**config.mk**
```make
export PLATFORM = sky130hd
export DESIGN_NAME = number_entry_gen_flat
export DESIGN_NICKNAME = d
export VERILOG_FILES = /design/src/rtl/number_entry_pkg.sv /design/src/rtl/number_entry_gen_if.sv /design/src/rtl/radix_div.sv /design/src/rtl/number_entry_gen.sv /design/src/flat_wrapper.sv
export SDC_FILE = /design/constraint.sdc
export NUM_CORES = 1
export LEC_CHECK = 0
export ABC_CLOCK_PERIOD_IN_PS = 8000
export BUFFER_PORTS_ARGS = -buffer_cell sky130_fd_sc_hd__buf_2
export CORE_MARGIN = 2
export CORE_UTILIZATION = 50
export CTS_BUF_LIST = sky130_fd_sc_hd__clkbuf_4 sky130_fd_sc_hd__clkbuf_8
export DETAILED_ROUTE_END_ITERATION = 10
export GPL_TIMING_DRIVEN = 0
export PLACE_DENSITY = 0.69
export SLEW_MARGIN = 20
export SYNTH_ARGS = -nofsm -noshare
export SYNTH_HDL_FRONTEND = slang
export SYNTH_HIERARCHICAL = 1
export SYNTH_SLANG_ARGS = --single-unit
```
**constraint.sdc**
```tcl
create_clock -name clk -period 8 [get_ports clk]
set_input_delay 0.8 -clock clk [delete_from_list [all_inputs] [get_ports clk]]
set_output_delay 0.8 -clock clk [all_outputs]
set_load 0.02 [all_outputs]
```
**src/rtl/number_entry_pkg.sv**
```systemverilog
// Shared key codes, radix constants and FSM state type for the number-entry engine.
package number_entry_pkg;

  localparam logic [4:0] KEY_CLEAR = 5'd16;
  localparam logic [4:0] KEY_BKSP  = 5'd17;
  localparam logic [4:0] KEY_LOAD  = 5'd18;
  localparam logic [4:0] KEY_NEG   = 5'd19;

  localparam logic [4:0] RADIX_DEC = 5'd10;
  localparam logic [4:0] RADIX_HEX = 5'd16;

  typedef enum logic {
    IDLE,
    DIV
  } state_e;

endpackage

```
**src/rtl/number_entry_gen_if.sv**
```systemverilog
// Key/operand bundle between the keypad decoder (master) and the number-entry engine (slave).
interface number_entry_gen_if #(
  parameter int unsigned WIDTH  = 32,
  parameter int unsigned DIGITS = 8
);
  localparam int unsigned CW = $clog2(DIGITS + 1);

  logic             key_valid;
  logic [4:0]       key_code;
  logic             hex_mode;
  logic [WIDTH-1:0] numRam;
  logic [WIDTH-1:0] num;
  logic [CW-1:0]    digit_cnt;
  logic             busy;
  logic             overflow;
  logic             key_drop;

  modport master (
    output key_valid, key_code, hex_mode, numRam,
    input  num, digit_cnt, busy, overflow, key_drop
  );

  modport slave (
    input  key_valid, key_code, hex_mode, numRam,
    output num, digit_cnt, busy, overflow, key_drop
  );

endinterface

```
**src/rtl/radix_div.sv**
```systemverilog
// Serial restoring divider by 10 or 16; WIDTH steps, first step taken on the start edge.
module radix_div
  import number_entry_pkg::*;
#(
  parameter int unsigned WIDTH = 32
) (
  input  logic             clk,
  input  logic             rst_n,
  input  logic             start,
  input  logic             hex,
  input  logic [WIDTH-1:0] dividend,
  output logic [WIDTH-1:0] quotient,
  output logic [4:0]       remainder,
  output logic             done
);
  localparam int unsigned NW = $clog2(WIDTH + 1);

  logic [4:0]       div_q, div_d, rem_q, rem_d;
  logic [4:0]       div_s, rem_s, rem_step;
  logic [WIDTH-1:0] quo_q, quo_d, quo_s, quo_step;
  logic [5:0]       trial;
  logic [NW-1:0]    left_q, left_d;
  logic             run_q, run_d, done_q, done_d;

  // Remainder stays below the divisor (<=16), so a 6-bit trial value is enough.
  always_comb begin
    div_s = start ? (hex ? RADIX_HEX : RADIX_DEC) : div_q;
    rem_s = start ? '0 : rem_q;
    quo_s = start ? dividend : quo_q;
    trial = {rem_s, quo_s[WIDTH-1]};
    if (trial >= {1'b0, div_s}) begin
      rem_step = 5'(trial - {1'b0, div_s});
      quo_step = {quo_s[WIDTH-2:0], 1'b1};
    end else begin
      rem_step = trial[4:0];
      quo_step = {quo_s[WIDTH-2:0], 1'b0};
    end
  end

  always_comb begin
    div_d  = div_q;
    rem_d  = rem_q;
    quo_d  = quo_q;
    left_d = left_q;
    run_d  = run_q;
    done_d = 1'b0;
    if (start) begin
      div_d  = div_s;
      rem_d  = rem_step;
      quo_d  = quo_step;
      left_d = NW'(WIDTH - 1);
      run_d  = 1'b1;
    end else if (run_q) begin
      rem_d  = rem_step;
      quo_d  = quo_step;
      left_d = left_q - NW'(1);
      if (left_q == NW'(1)) begin
        run_d  = 1'b0;
        done_d = 1'b1;
      end
    end
  end

  always_ff @(posedge clk or negedge rst_n) begin
    if (!rst_n) begin
      div_q  <= RADIX_DEC;
      rem_q  <= '0;
      quo_q  <= '0;
      left_q <= '0;
      run_q  <= 1'b0;
      done_q <= 1'b0;
    end else begin
      div_q  <= div_d;
      rem_q  <= rem_d;
      quo_q  <= quo_d;
      left_q <= left_d;
      run_q  <= run_d;
      done_q <= done_d;
    end
  end

  assign quotient  = quo_q;
  assign remainder = rem_q;
  assign done      = done_q;

endmodule

```
**src/rtl/number_entry_gen.sv**
```systemverilog
// Keypad number-entry engine: digits, clear, backspace (serial divide), load, negate.
// Define NUMBER_ENTRY_NEG_EN for a signed operand with NEGATE support.
module number_entry_gen
  import number_entry_pkg::*;
#(
  parameter int unsigned WIDTH  = 32,
  parameter int unsigned DIGITS = 8
) (
  input  logic              clk,
  input  logic              rst_n,
  number_entry_gen_if.slave bus
);
  localparam int unsigned CW = $clog2(DIGITS + 1);
  localparam int unsigned XW = WIDTH + 4;
`ifdef NUMBER_ENTRY_NEG_EN
  localparam logic [XW-1:0] MAXMAG = {5'b0, {(WIDTH - 1){1'b1}}};
`else
  localparam logic [XW-1:0] MAXMAG = {4'b0, {WIDTH{1'b1}}};
`endif

  state_e           state_q, state_d;
  logic [WIDTH-1:0] mag_q, mag_d;
  logic [CW-1:0]    cnt_q, cnt_d;
  logic             loaded_q, loaded_d, hex_q, hex_d, ovf_q, ovf_d, drop_q, drop_d, rel_q;
  logic             busy, key_acc, bksp_go, div_start, div_done, done;
  logic [WIDTH-1:0] quotient;
  logic [4:0]       rem_unused;
  logic             is_digit, eff_hex, ignore, reject;
  logic [3:0]       digit;
  logic [XW-1:0]    base_x, prod, cand;
  logic [CW-1:0]    cnt_base;
`ifdef NUMBER_ENTRY_NEG_EN
  logic             sign_q, sign_d;
`endif

  assign key_acc = bus.key_valid && !busy;
  assign bksp_go = key_acc && (bus.key_code == KEY_BKSP) && (cnt_q != '0);

  always_ff @(posedge clk or negedge rst_n) begin
    if (!rst_n) state_q <= IDLE;
    else        state_q <= state_d;
  end

  always_comb begin
    state_d = state_q;
    case (state_q)
      IDLE:    if (bksp_go) state_d = DIV;
      DIV:     if (done) state_d = IDLE;
      default: state_d = IDLE;
    endcase
  end

  always_comb begin
    busy      = (state_q == DIV);
    div_start = (state_q == IDLE) && bksp_go;
    div_done  = (state_q == DIV) && done;
  end

  // A loaded value is replaced, not extended, by the next digit.
  always_comb begin
    is_digit = ~bus.key_code[4];
    digit    = bus.key_code[3:0];
    eff_hex  = (cnt_q == '0) ? bus.hex_mode : hex_q;
    ignore   = !eff_hex && (digit > 4'd9);
    base_x   = loaded_q ? '0 : {4'b0, mag_q};
    cnt_base = loaded_q ? '0 : cnt_q;
    prod     = eff_hex ? (base_x << 4) : (base_x << 3) + (base_x << 1);
    cand     = prod + XW'(digit);
    reject   = (cnt_base == CW'(DIGITS)) || (cand > MAXMAG);
  end

  always_comb begin
    mag_d    = mag_q;
    cnt_d    = cnt_q;
    loaded_d = loaded_q;
    hex_d    = rel_q ? hex_q : bus.hex_mode;
    ovf_d    = ovf_q;
    drop_d   = bus.key_valid && busy;
`ifdef NUMBER_ENTRY_NEG_EN
    sign_d   = sign_q;
`endif
    if (key_acc) begin
      if (is_digit) begin
        if (cnt_q == '0) hex_d = bus.hex_mode;
        if (!ignore) begin
          if (reject) begin
            ovf_d = 1'b1;
          end else begin
            mag_d    = cand[WIDTH-1:0];
            cnt_d    = cnt_base + CW'(1);
            loaded_d = 1'b0;
`ifdef NUMBER_ENTRY_NEG_EN
            if (loaded_q) sign_d = 1'b0;
`endif
          end
        end
      end else begin
        case (bus.key_code)
          KEY_CLEAR: begin
            mag_d    = '0;
            cnt_d    = '0;
            ovf_d    = 1'b0;
            loaded_d = 1'b0;
            hex_d    = bus.hex_mode;
`ifdef NUMBER_ENTRY_NEG_EN
            sign_d   = 1'b0;
`endif
          end
          KEY_LOAD: begin
`ifdef NUMBER_ENTRY_NEG_EN
            sign_d   = bus.numRam[WIDTH-1];
            mag_d    = bus.numRam[WIDTH-1] ? -bus.numRam : bus.numRam;
`else
            mag_d    = bus.numRam;
`endif
            cnt_d    = '0;
            ovf_d    = 1'b0;
            loaded_d = 1'b1;
            hex_d    = bus.hex_mode;
          end
          KEY_NEG: begin
`ifdef NUMBER_ENTRY_NEG_EN
            if (mag_q != '0) sign_d = !sign_q;
`endif
          end
          default: ;
        endcase
      end
    end
    if (div_done) begin
      mag_d = quotient;
      cnt_d = cnt_q - CW'(1);
      ovf_d = 1'b0;
    end
  end

  always_ff @(posedge clk or negedge rst_n) begin
    if (!rst_n) begin
      mag_q    <= '0;
      cnt_q    <= '0;
      loaded_q <= 1'b0;
      hex_q    <= 1'b0;
      ovf_q    <= 1'b0;
      drop_q   <= 1'b0;
      rel_q    <= 1'b0;
    end else begin
      mag_q    <= mag_d;
      cnt_q    <= cnt_d;
      loaded_q <= loaded_d;
      hex_q    <= hex_d;
      ovf_q    <= ovf_d;
      drop_q   <= drop_d;
      rel_q    <= 1'b1;
    end
  end

`ifdef NUMBER_ENTRY_NEG_EN
  always_ff @(posedge clk or negedge rst_n) begin
    if (!rst_n) sign_q <= 1'b0;
    else        sign_q <= sign_d;
  end

  assign bus.num = sign_q ? -mag_q : mag_q;
`else
  assign bus.num = mag_q;
`endif

  assign bus.digit_cnt = cnt_q;
  assign bus.busy      = busy;
  assign bus.overflow  = ovf_q;
  assign bus.key_drop  = drop_q;

  radix_div #(
    .WIDTH (WIDTH)
  ) u_div (
    .clk       (clk),
    .rst_n     (rst_n),
    .start     (div_start),
    .hex       (hex_q),
    .dividend  (mag_q),
    .quotient  (quotient),
    .remainder (rem_unused),
    .done      (done)
  );

endmodule
```
**src/flat_wrapper.sv**
```systemverilog
// flat-port wrapper written by rule: the top's interface ports become plain ports
module number_entry_gen_flat import number_entry_pkg::*;
#(
  parameter int unsigned WIDTH  = 32,
  parameter int unsigned DIGITS = 8
)
  (clk, rst_n, bus_key_valid, bus_key_code, bus_hex_mode, bus_numRam, bus_num, bus_digit_cnt, bus_busy, bus_overflow, bus_key_drop);
  number_entry_gen_if #(.WIDTH(WIDTH), .DIGITS(DIGITS)) bus_i ();
  input  logic clk;
  input  logic rst_n;
  input wire logic [$bits(bus_i.key_valid)-1:0] bus_key_valid;
  input wire logic [$bits(bus_i.key_code)-1:0] bus_key_code;
  input wire logic [$bits(bus_i.hex_mode)-1:0] bus_hex_mode;
  input wire logic [$bits(bus_i.numRam)-1:0] bus_numRam;
  output wire logic [$bits(bus_i.num)-1:0] bus_num;
  output wire logic [$bits(bus_i.digit_cnt)-1:0] bus_digit_cnt;
  output wire logic [$bits(bus_i.busy)-1:0] bus_busy;
  output wire logic [$bits(bus_i.overflow)-1:0] bus_overflow;
  output wire logic [$bits(bus_i.key_drop)-1:0] bus_key_drop;
  assign bus_i.key_valid = bus_key_valid;
  assign bus_i.key_code = bus_key_code;
  assign bus_i.hex_mode = bus_hex_mode;
  assign bus_i.numRam = bus_numRam;
  assign bus_num = bus_i.num;
  assign bus_digit_cnt = bus_i.digit_cnt;
  assign bus_busy = bus_i.busy;
  assign bus_overflow = bus_i.overflow;
  assign bus_key_drop = bus_i.key_drop;
  number_entry_gen #(.WIDTH(WIDTH), .DIGITS(DIGITS)) u_core (.clk(clk), .rst_n(rst_n), .bus(bus_i));
endmodule
```
==> out/qor.log, run 1 <==
qor: setup_path.top_family_by_delay_on_critical_path simple AND/OR/NAND/NOR gates
qor: clocking.clkSinkCount 92
qor: place.placement.setup.worst_slack 0.1177 ns
qor: grt.maximum_number_of_pins_on_one_net_before_global_route_repair 72
qor: clocking.cts_max_level 3
qor: setup_path.critPathLaunchType register
qor: sta.setup_tns 0 ns
qor: clocking.clock_slew_seen_by_the_registers_of_the_worst_setup_and_hold_paths 0.10 ns
qor: routing.vias 9477
qor: grt.overall_overflow_remaining_after_global_route 0
qor: clocking.ctsRootBufferMaster clkbuf_8
qor: floorplanning.chipHeight 139.7 um
qor: synth.dominant_combinational_cell_family_by_area_after_synthesis compound AO/OA/AOI/OAI gates
qor: sta.tightest_slew 1.084 ns
qor: routing.detailedRoute.firstPassIterationCount 8
qor: grt.first_global_vias 8659
qor: hold_path.min-delay-path-class in2async
qor: floorplanning.die_outline_area 19520 um^2
qor: synth.ys_seq_elements 92
qor: synth.synth_simple_gate_area_share 0.2255
qor: sta.fin_ws 0.3820 ns
qor: synth.mappedNetlistNets 1195
qor: synth.post_synth_instance_area 9211 um^2
qor: synth.yosys-mux-area-fraction 0.09631
qor: clocking.cts_tree done
qor: job.cap_viol_max_count 0
qor: place.buffer_ports.inserted 78
qor: floorplanning.placementRows 49
qor: routing.routed_via_density 6.518
qor: setup_path.worstPathMaxFanout 10
qor: power_and_ir_drop.vdd_ir_drop_max 0.09290 mV
qor: setup_path.slowest_stage or4b_1
qor: clocking.maximum_clock_insertion_buffer_count 2
qor: grt.wire_length_of_the_first_global_routing_pass 49940 um
qor: synth.post_synth_num_cell_types 104
qor: sta.rsz0062_at_grt false
qor: place.place_congestion 0.9689
qor: clocking.numCtsBuffers 9
qor: synth.post_synth_xor_area_fraction 0.06656
qor: power_and_ir_drop.p_leak 3.855 nW
qor: clocking.clkLatencyLatePin 0.39 ns
qor: sta.final.setup_skew 0.01325 ns
qor: synth.yosysWarningCount 6
qor: power_and_ir_drop.power_per_cell_area 92.50 nW/um^2
qor: setup_path.timing.setup.critical_path_class reg2reg
qor: sta.fmax 131.3 MHz
qor: sta.post-route-period-util 0.9523
qor: finish.antenna-diode-count 0
qor: routing.wl_per_cell 22.34 um
qor: sta.slew_headroom 0.2747
qor: setup_path.worst_ep_required_time 8.27 ns
qor: synth.yosys.area_share.adder 0.04170
qor: floorplanning.design.core.area 18020 um^2
qor: setup_path.crit_path_frequent_cell buf_2
qor: synth.number_of_instances_in_the_synthesized_netlist 1131
qor: finish.final_nets 1284
qor: floorplanning.chipWidth 139.7 um
qor: setup_path.arrival 7.89 ns
qor: setup_path.timing.critical_path.cells inv_1 > ha_1 > or3b_4 > a21oi_4 > buf_2 > buf_2 > buf_2 > clkbuf_1 > and2_1 > ha_1 > fa_1 > a21oi_1 > nor2_1 > o2111ai_1 > nor2_1 > and3_1 > clkbuf_1 > nand4b_1 > or4b_1 > xor2_1 > nand3_1 > o21bai_4 > buf_12 > mux2_4
qor: sta.report.final.setup_viol 0
qor: setup_path.max_stage_delay 0.57 ns
qor: sta.hold_ws 0.2546 ns
qor: synth.synth_sequential_area_ratio 0.2502
qor: floorplanning.top_level_ports 80
qor: sta.timing_max_transition_violations_final 0
qor: routing.postRouteWirelength 32480 um
qor: grt.grtUsageTotal 0.3252
qor: place.dp.final_hpwl 24570 um
qor: synth.synthesis.area_per_instance 8.144 um^2
qor: outcome.run_status complete, no violations
qor: synth.synth-main-ff-cell dfrtp_1
qor: sta.finalHoldViolations 0
qor: finish.proportion_of_layout_cells_with_a_drive_suffix_above_1 0.1682
qor: floorplanning.floorplan.initialDensity 0.5110
qor: grt.antenna_violations_before_repair 0
qor: synth.synth_async_sr_flop_share 1.000
qor: synth.synth-compound-area-share 0.2558
qor: sta.finalCriticalPeriod 7.618 ns
qor: finish.layout-area-overhead-vs-synth 10.02%
qor: routing.postRouteAntennaNets 0
qor: synth.synth_edf_count 0
qor: routing.drt-initial-drc-count 884
qor: setup_path.cp-end-kind register
qor: clocking.cts.hold.buffers_added 0
qor: setup_path.cp_num_buf_inv 7
qor: routing.residual_drc 0
## Yosys cell counts (31+ instances only)
library cell	number	area, um^2
a21oi_1	69	345.3
and3_1	31	193.9
buf_2	33	165.2
clkbuf_1	40	150.1
dfrtp_1	90	2252
inv_1	32	120.1
mux2i_1	50	500.5
nand2_1	104	390.4
nor2_1	73	274.0
nor3_1	41	205.2
o21ai_0	96	480.5
xnor2_1	45	394.1
## worst paths after layout
path | startpoint | to | slack, ns | cells after the start
worst min-delay path | rst_n | u_core/u_div/quotient[11] | 0.25 | 1
worst min register to register | u_core/u_div/div_q[0] | u_core/u_div/div_q[0] | 0.50 | 1
worst max-delay path | u_core/bus.digit_cnt[0] | u_core/bus.num[18] | 0.38 | 24
max in group asynchronous | rst_n | u_core/u_div/remainder[4] | 7.10 | 2
min in group clk | u_core/u_div/div_q[0] | u_core/u_div/div_q[0] | 0.50 | 1
worst max register to register | u_core/bus.digit_cnt[0] | u_core/bus.num[18] | 0.38 | 24
## layout make-up
type | instances | area (um^2)
clock buffers | 11 | 145.1
fillers | 1783 | 7890
clock inverters | 5 | 61.31
flip-flops and latches | 92 | 2305
multi-input cells | 919 | 6329
well taps | 229 | 286.5
repair buffers | 79 | 424.2
plain buffers | 86 | 460.4
inverters | 33 | 123.9
## per-layer routing
metal	wire, um	vias up	share of wire	global-route usage
li1	-	4352	-	-
met1	14290	4582	0.44	0.4613
met2	14580	480	0.45	0.5127
met3	2678	63	0.082	0.04921
met4	933	0	0.029	0.09947
met5	0	-	0	0
## registers in the layout, indices dropped and copies added (netlist names), 4 cells and up
register,cells
u_core/bus.digit_cnt,4
u_core/bus.num,32
u_core/u_div/div_q,5
u_core/u_div/left_q,6
u_core/u_div/quotient,32
u_core/u_div/remainder,5
## cells by family (layout without fill, tap and decap cells)
group	Yosys count	in the layout
adders and majority gates	31	31
xor gates and xnor gates	70	70
other	1	1
and+or+nand+nor	395	395
buffers and inverters	120	214
muxes	77	77
AOI/OAI and AO/OA	345	345
DFF	92	92
## through the flow
step                      total power, mW  cell area, um^2  cells  utilization
final                              0.9375            10130   1454       0.5623
after global placement             0.6020             9888   1438       0.5486
after floorplan                    0.5477             9211   1131            -
after detailed placement           0.6048             9922   1439       0.5505
after global routing               0.9688            10130   1454       0.5623
after CTS                          0.9407            10130   1455       0.5619
## power by group
part / internal, mW / leakage, nW / switching (mW) / total [mW]
combinational: 0.0406 / 2.74 / 0.0889 / 0.129
sequential: 0.467 / 1.02 / 0.00279 / 0.470
clock: 0.158 / 0.0956 / 0.180 / 0.338
total: 0.666 / 3.85 / 0.272 / 0.938
## cells in the final DEF, fill, tap and decap left out, types with 7 or more instances in the layout
master    instances
o21ai_0          96
buf_2           110
nand2b_1         13
nor3_1           41
nand4_1          14
or3_1            11
o21a_1           13
a22oi_1           9
a31oi_1          13
clkbuf_1         37
dfrtp_1          90
o211ai_1         25
inv_1            32
mux2i_1          50
clkbuf_8         10
ha_1             21
a21oi_1          69
a211oi_1          8
mux2_4           22
maj3_1            7
and2_1           16
xnor2_1          45
nor2b_1          23
nand3_1          22
nand2_1         104
and3_1           31
xor2_1           25
a21o_1           10
nor2_1           73
o22ai_1           9
## worst reg2reg max path, stage by stage, from the launching register on
cell	delay (ns)
dfrtp_1	0.48
inv_1	0.11
ha_1	0.23
or3b_4	0.44
a21oi_4	0.42
buf_2	0.39
buf_2	0.36
buf_2	0.30
clkbuf_1	0.48
and2_1	0.22
ha_1	0.19
fa_1	0.23
a21oi_1	0.08
nor2_1	0.22
o2111ai_1	0.25
nor2_1	0.28
and3_1	0.20
clkbuf_1	0.30
nand4b_1	0.34
or4b_1	0.57
xor2_1	0.30
nand3_1	0.19
o21bai_4	0.38
buf_12	0.22
mux2_4	0.31
## timing repair
action                                  4_1_cts  5_1_grt
buffers inserted                              0        0
gates resized for setup                       0        5
endpoints found under the setup margin        0       37
Note: power is estimated with default switching activity, not from simulation.
==> inputs of run 2 (changes only) <==
Settings changed: REMOVE_ABC_BUFFERS set to 1.
==> run 2 against run 1 <==
Compared with the run above:
- combinational power decreased by 16%
- count of clock-buffer cells in the layout unchanged
- critical path depth decreased by 7
- sequential share of layout area increased by 0.68 points
- hold slack improved by 0.026 ns
- flip-flop and latch count unchanged
- final cell count decreased by 5.3%
- sequential power increased by 1%
- wire length decreased by 17%
- non-clock buffer count decreased by 77
- clock power decreased by 6.5%
- critical endpoint is now u_core/bus.num[3]
- largest cell class unchanged
==> out/qor.log, run 2 (synthesis gave the netlist of run 1 again) <==
qor: clocking.ctsRootBufferMaster clkbuf_8 [unchanged]
qor: power_and_ir_drop.power 900.0 uW [was 937.5 uW]
qor: grt.overall_overflow_remaining_after_global_route 0 [unchanged]
qor: power_and_ir_drop.p_leak 3.674 nW [was 3.855 nW]
qor: setup_path.critPathLaunchType register [unchanged]
qor: finish.antenna-diode-count 0 [unchanged]
qor: sta.slew_headroom 0.3170 [was 0.2747]
qor: clocking.clkSinkCount 92 [unchanged]
qor: setup_path.cp.depth 17 [was 24]
qor: routing.residual_drc 0 [unchanged]
qor: setup_path.crit-reg2reg-launch u_core/loaded_q [was u_core/bus.digit_cnt[0]]
qor: place.buffer_ports.inserted 79 [was 78]
qor: power_and_ir_drop.cell_internal_pwr 631.9 uW [was 665.5 uW]
qor: setup_path.timing.critical_path.cells buf_16 > nor2b_1 > ha_1 > ha_1 > a21oi_1 > o311ai_2 > a41oi_2 > o41ai_1 > o211ai_2 > nor4_4 > nand4b_1 > or4b_1 > xor2_1 > nand3_1 > o21bai_4 > buf_12 > mux2_2 [was inv_1 > ha_1 > or3b_4 > a21oi_4 > buf_2 > buf_2 > buf_2 > clkbuf_1 > and2_1 > ha_1 > fa_1 > a21oi_1 > nor2_1 > o2111ai_1 > nor2_1 > and3_1 > clkbuf_1 > nand4b_1 > or4b_1 > xor2_1 > nand3_1 > o21bai_4 > buf_12 > mux2_4]
qor: power_and_ir_drop.share_comb_of_total_power 0.121 [was 0.138]
qor: hold_path.min-delay-path-class in2async [unchanged]
qor: sta.post-route-period-util 0.7909 [was 0.9523]
qor: clocking.post_cts.repair.setup_buffers 0 [unchanged]
qor: floorplanning.chipHeight 139.7 um [unchanged]
qor: finish.most_common_cell_after_layout_fill_and_taps_aside nand2_1 [was buf_2]
qor: routing.routed_via_density 6.401 [was 6.518]
qor: floorplanning.floorplan.initialDensity 0.5110 [unchanged]
qor: setup_path.arrival 6.61 ns [was 7.89 ns]
qor: setup_path.slowest_stage o41ai_1 [was or4b_1]
qor: job.cap_viol_max_count 0 [unchanged]
qor: clocking.numCtsBuffers 9 [unchanged]
qor: power_and_ir_drop.clock_power_share 0.351 [was 0.360]
qor: sta.finalCriticalPeriod 6.328 ns [was 7.618 ns]
qor: routing.detailedRoute.firstPassIterationCount 6 [was 8]
qor: clocking.maximum_clock_insertion_buffer_count 2 [unchanged]
qor: floorplanning.die_outline_area 19520 um^2 [unchanged]
qor: place.post_dp_cell_area 9681 um^2 [was 9922 um^2]
qor: grt.wire_length_of_the_first_global_routing_pass 43730 um [was 49940 um]
qor: clocking.cts_tree done [unchanged]
qor: setup_path.worstReg2RegEnd u_core/bus.num[3] [was u_core/bus.num[18]]
qor: power_and_ir_drop.vdd_ir_drop_max 0.1045 mV [was 0.09290 mV]
qor: grt.grtUsageTotal 0.2751 [was 0.3252]
qor: power_and_ir_drop.reg_power_frac 0.527 [was 0.501]
qor: sta.finalHoldViolations 0 [unchanged]
qor: sta.report.final.setup_viol 0 [unchanged]
qor: routing.drt-initial-drc-count 850 [was 884]
qor: grt.first_global_vias 8182 [was 8659]
qor: clocking.cts_resized 0 [unchanged]
qor: routing.vias 8814 [was 9477]
qor: setup_path.timing.setup.critical_path_class reg2reg [unchanged]
qor: power_and_ir_drop.power_per_cell_area 91.26 nW/um^2 [was 92.50 nW/um^2]
qor: finish.finish.instance_area 9862 um^2 [was 10130 um^2]
qor: power_and_ir_drop.netSwitchingPower 268.0 uW [was 272.0 uW]
qor: sta.hold_ws 0.2805 ns [was 0.2546 ns]
qor: floorplanning.chipWidth 139.7 um [unchanged]
qor: setup_path.critical_path.endpoint u_core/bus.num[3] [was u_core/bus.num[18]]
qor: clocking.cts.hold.buffers_added 0 [unchanged]
qor: setup_path.r2r.worst_path.cells 17 [was 24]
qor: sta.tightest_slew 1.021 ns [was 1.084 ns]
qor: place.dp.final_hpwl 19250 um [was 24570 um]
qor: setup_path.crit_path_frequent_cell ha_1 [was buf_2]
qor: sta.final.setup_skew 0.01586 ns [was 0.01325 ns]
qor: finish.final_nets 1207 [was 1284]
qor: clocking.clock_slew_seen_by_the_registers_of_the_worst_setup_and_hold_paths 0.09 ns [was 0.10 ns]
qor: grt.maximum_number_of_pins_on_one_net_before_global_route_repair 73 [was 72]
qor: clocking.clkLatencyLatePin 0.40 ns [was 0.39 ns]
qor: sta.rsz0062_at_grt false [unchanged]
qor: floorplanning.top_level_ports 80 [unchanged]
qor: setup_path.worstPathMaxFanout 72 [was 10]
qor: floorplanning.placementRows 49 [unchanged]
qor: routing.wl_per_cell 19.66 um [was 22.34 um]
qor: setup_path.timing.critical_path.from u_core/loaded_q [was u_core/bus.digit_cnt[0]]
qor: setup_path.top_family_by_delay_on_critical_path compound AO/OA/AOI/OAI gates [was simple AND/OR/NAND/NOR gates]
qor: sta.fmax 158.0 MHz [was 131.3 MHz]
qor: setup_path.cp_num_buf_inv 2 [was 7]
qor: finish.final_cell_mix 103 x nand2_1, 96 x o21ai_0, 88 x dfrtp_1, 78 x buf_2, 72 x nor2_1 [was 110 x buf_2, 104 x nand2_1, 96 x o21ai_0, 90 x dfrtp_1, 73 x nor2_1]
qor: outcome.run_status complete, no violations [unchanged]
qor: setup_path.rrSetupSlack 1.67 ns [was 0.38 ns]
qor: finish.final_core_utilization 0.5471 [was 0.5623]
qor: setup_path.worst_ep_required_time 8.28 ns [was 8.27 ns]
qor: grt.antenna_violations_before_repair 1 [was 0]
qor: sta.setup_tns 0 ns [unchanged]
qor: routing.postRouteWirelength 27080 um [was 32480 um]
qor: floorplanning.design.core.area 18020 um^2 [unchanged]
qor: clocking.cts_max_level 3 [unchanged]
qor: routing.postRouteAntennaNets 0 [unchanged]
qor: setup_path.cp-end-kind register [unchanged]
qor: finish.proportion_of_layout_cells_with_a_drive_suffix_above_1 0.1516 [was 0.1682]
qor: finish.layout-area-overhead-vs-synth 7.063% [was 10.02%]
qor: power_and_ir_drop.power.share.switching 0.2978 [was 0.2901]
qor: setup_path.max_stage_delay 0.61 ns [was 0.57 ns]
qor: place.place_congestion 0.9463 [was 0.9689]
qor: sta.timing_max_transition_violations_final 0 [unchanged]
## run 2: layout make-up
class                   instances  area, um^2
clock buffers                  11       145.1
clock inverters                 5       36.28
fillers                      1721        8163
inverters                      33       123.9
multi-input cells             919        6341
flip-flops and latches         92        2310
well taps                     229       286.5
repair buffers                 88       619.3
## run 2: power groups by stage
stage                     Clock, mW  Sequential (mW)  Combinational [mW]
after floorplan                   0            0.486              0.0529
after global placement            0            0.487              0.0959
after detailed placement          0            0.483               0.108
after CTS                     0.324            0.474               0.109
after global routing          0.341            0.475               0.120
final                         0.316            0.475               0.109
## run 2: stage by stage
stage	worst slack, ns	std cells
finish	1.672	1377
global route	1.376	1377
detailed placement	1.816	1361
CTS	1.730	1377
global placement	-1.158	1352
floorplan	1.307	1044
## run 2: metal layers
layer  wire length [um]  GRT usage  vias to the layer above
met3               1642    0.03579                       49
li1                   -          -                     4179
met5                 13          0                        -
met2              12200     0.4208                      312
met1              12490     0.3971                     4272
met4                729     0.1032                        2
## run 2: how the worst min path moves through the flow
| stage | from | cells after the start | to | slack [ns] |
|---|---|---|---|---|
| 2_1_floorplan | u_core/u_div/remainder[2] | 2 | u_core/u_div/remainder[2] | 0.45 |
| 3_3_place_gp | u_core/u_div/remainder[2] | 2 | u_core/u_div/remainder[2] | 0.47 |
| 3_5_place_dp | u_core/u_div/remainder[2] | 2 | u_core/u_div/remainder[2] | 0.48 |
| 4_1_cts | rst_n | 1 | u_core/bus.num[19] | 0.28 |
| 5_1_grt | rst_n | 1 | u_core/u_div/quotient[3] | 0.28 |
| 6_report | rst_n | 1 | u_core/u_div/quotient[3] | 0.28 |
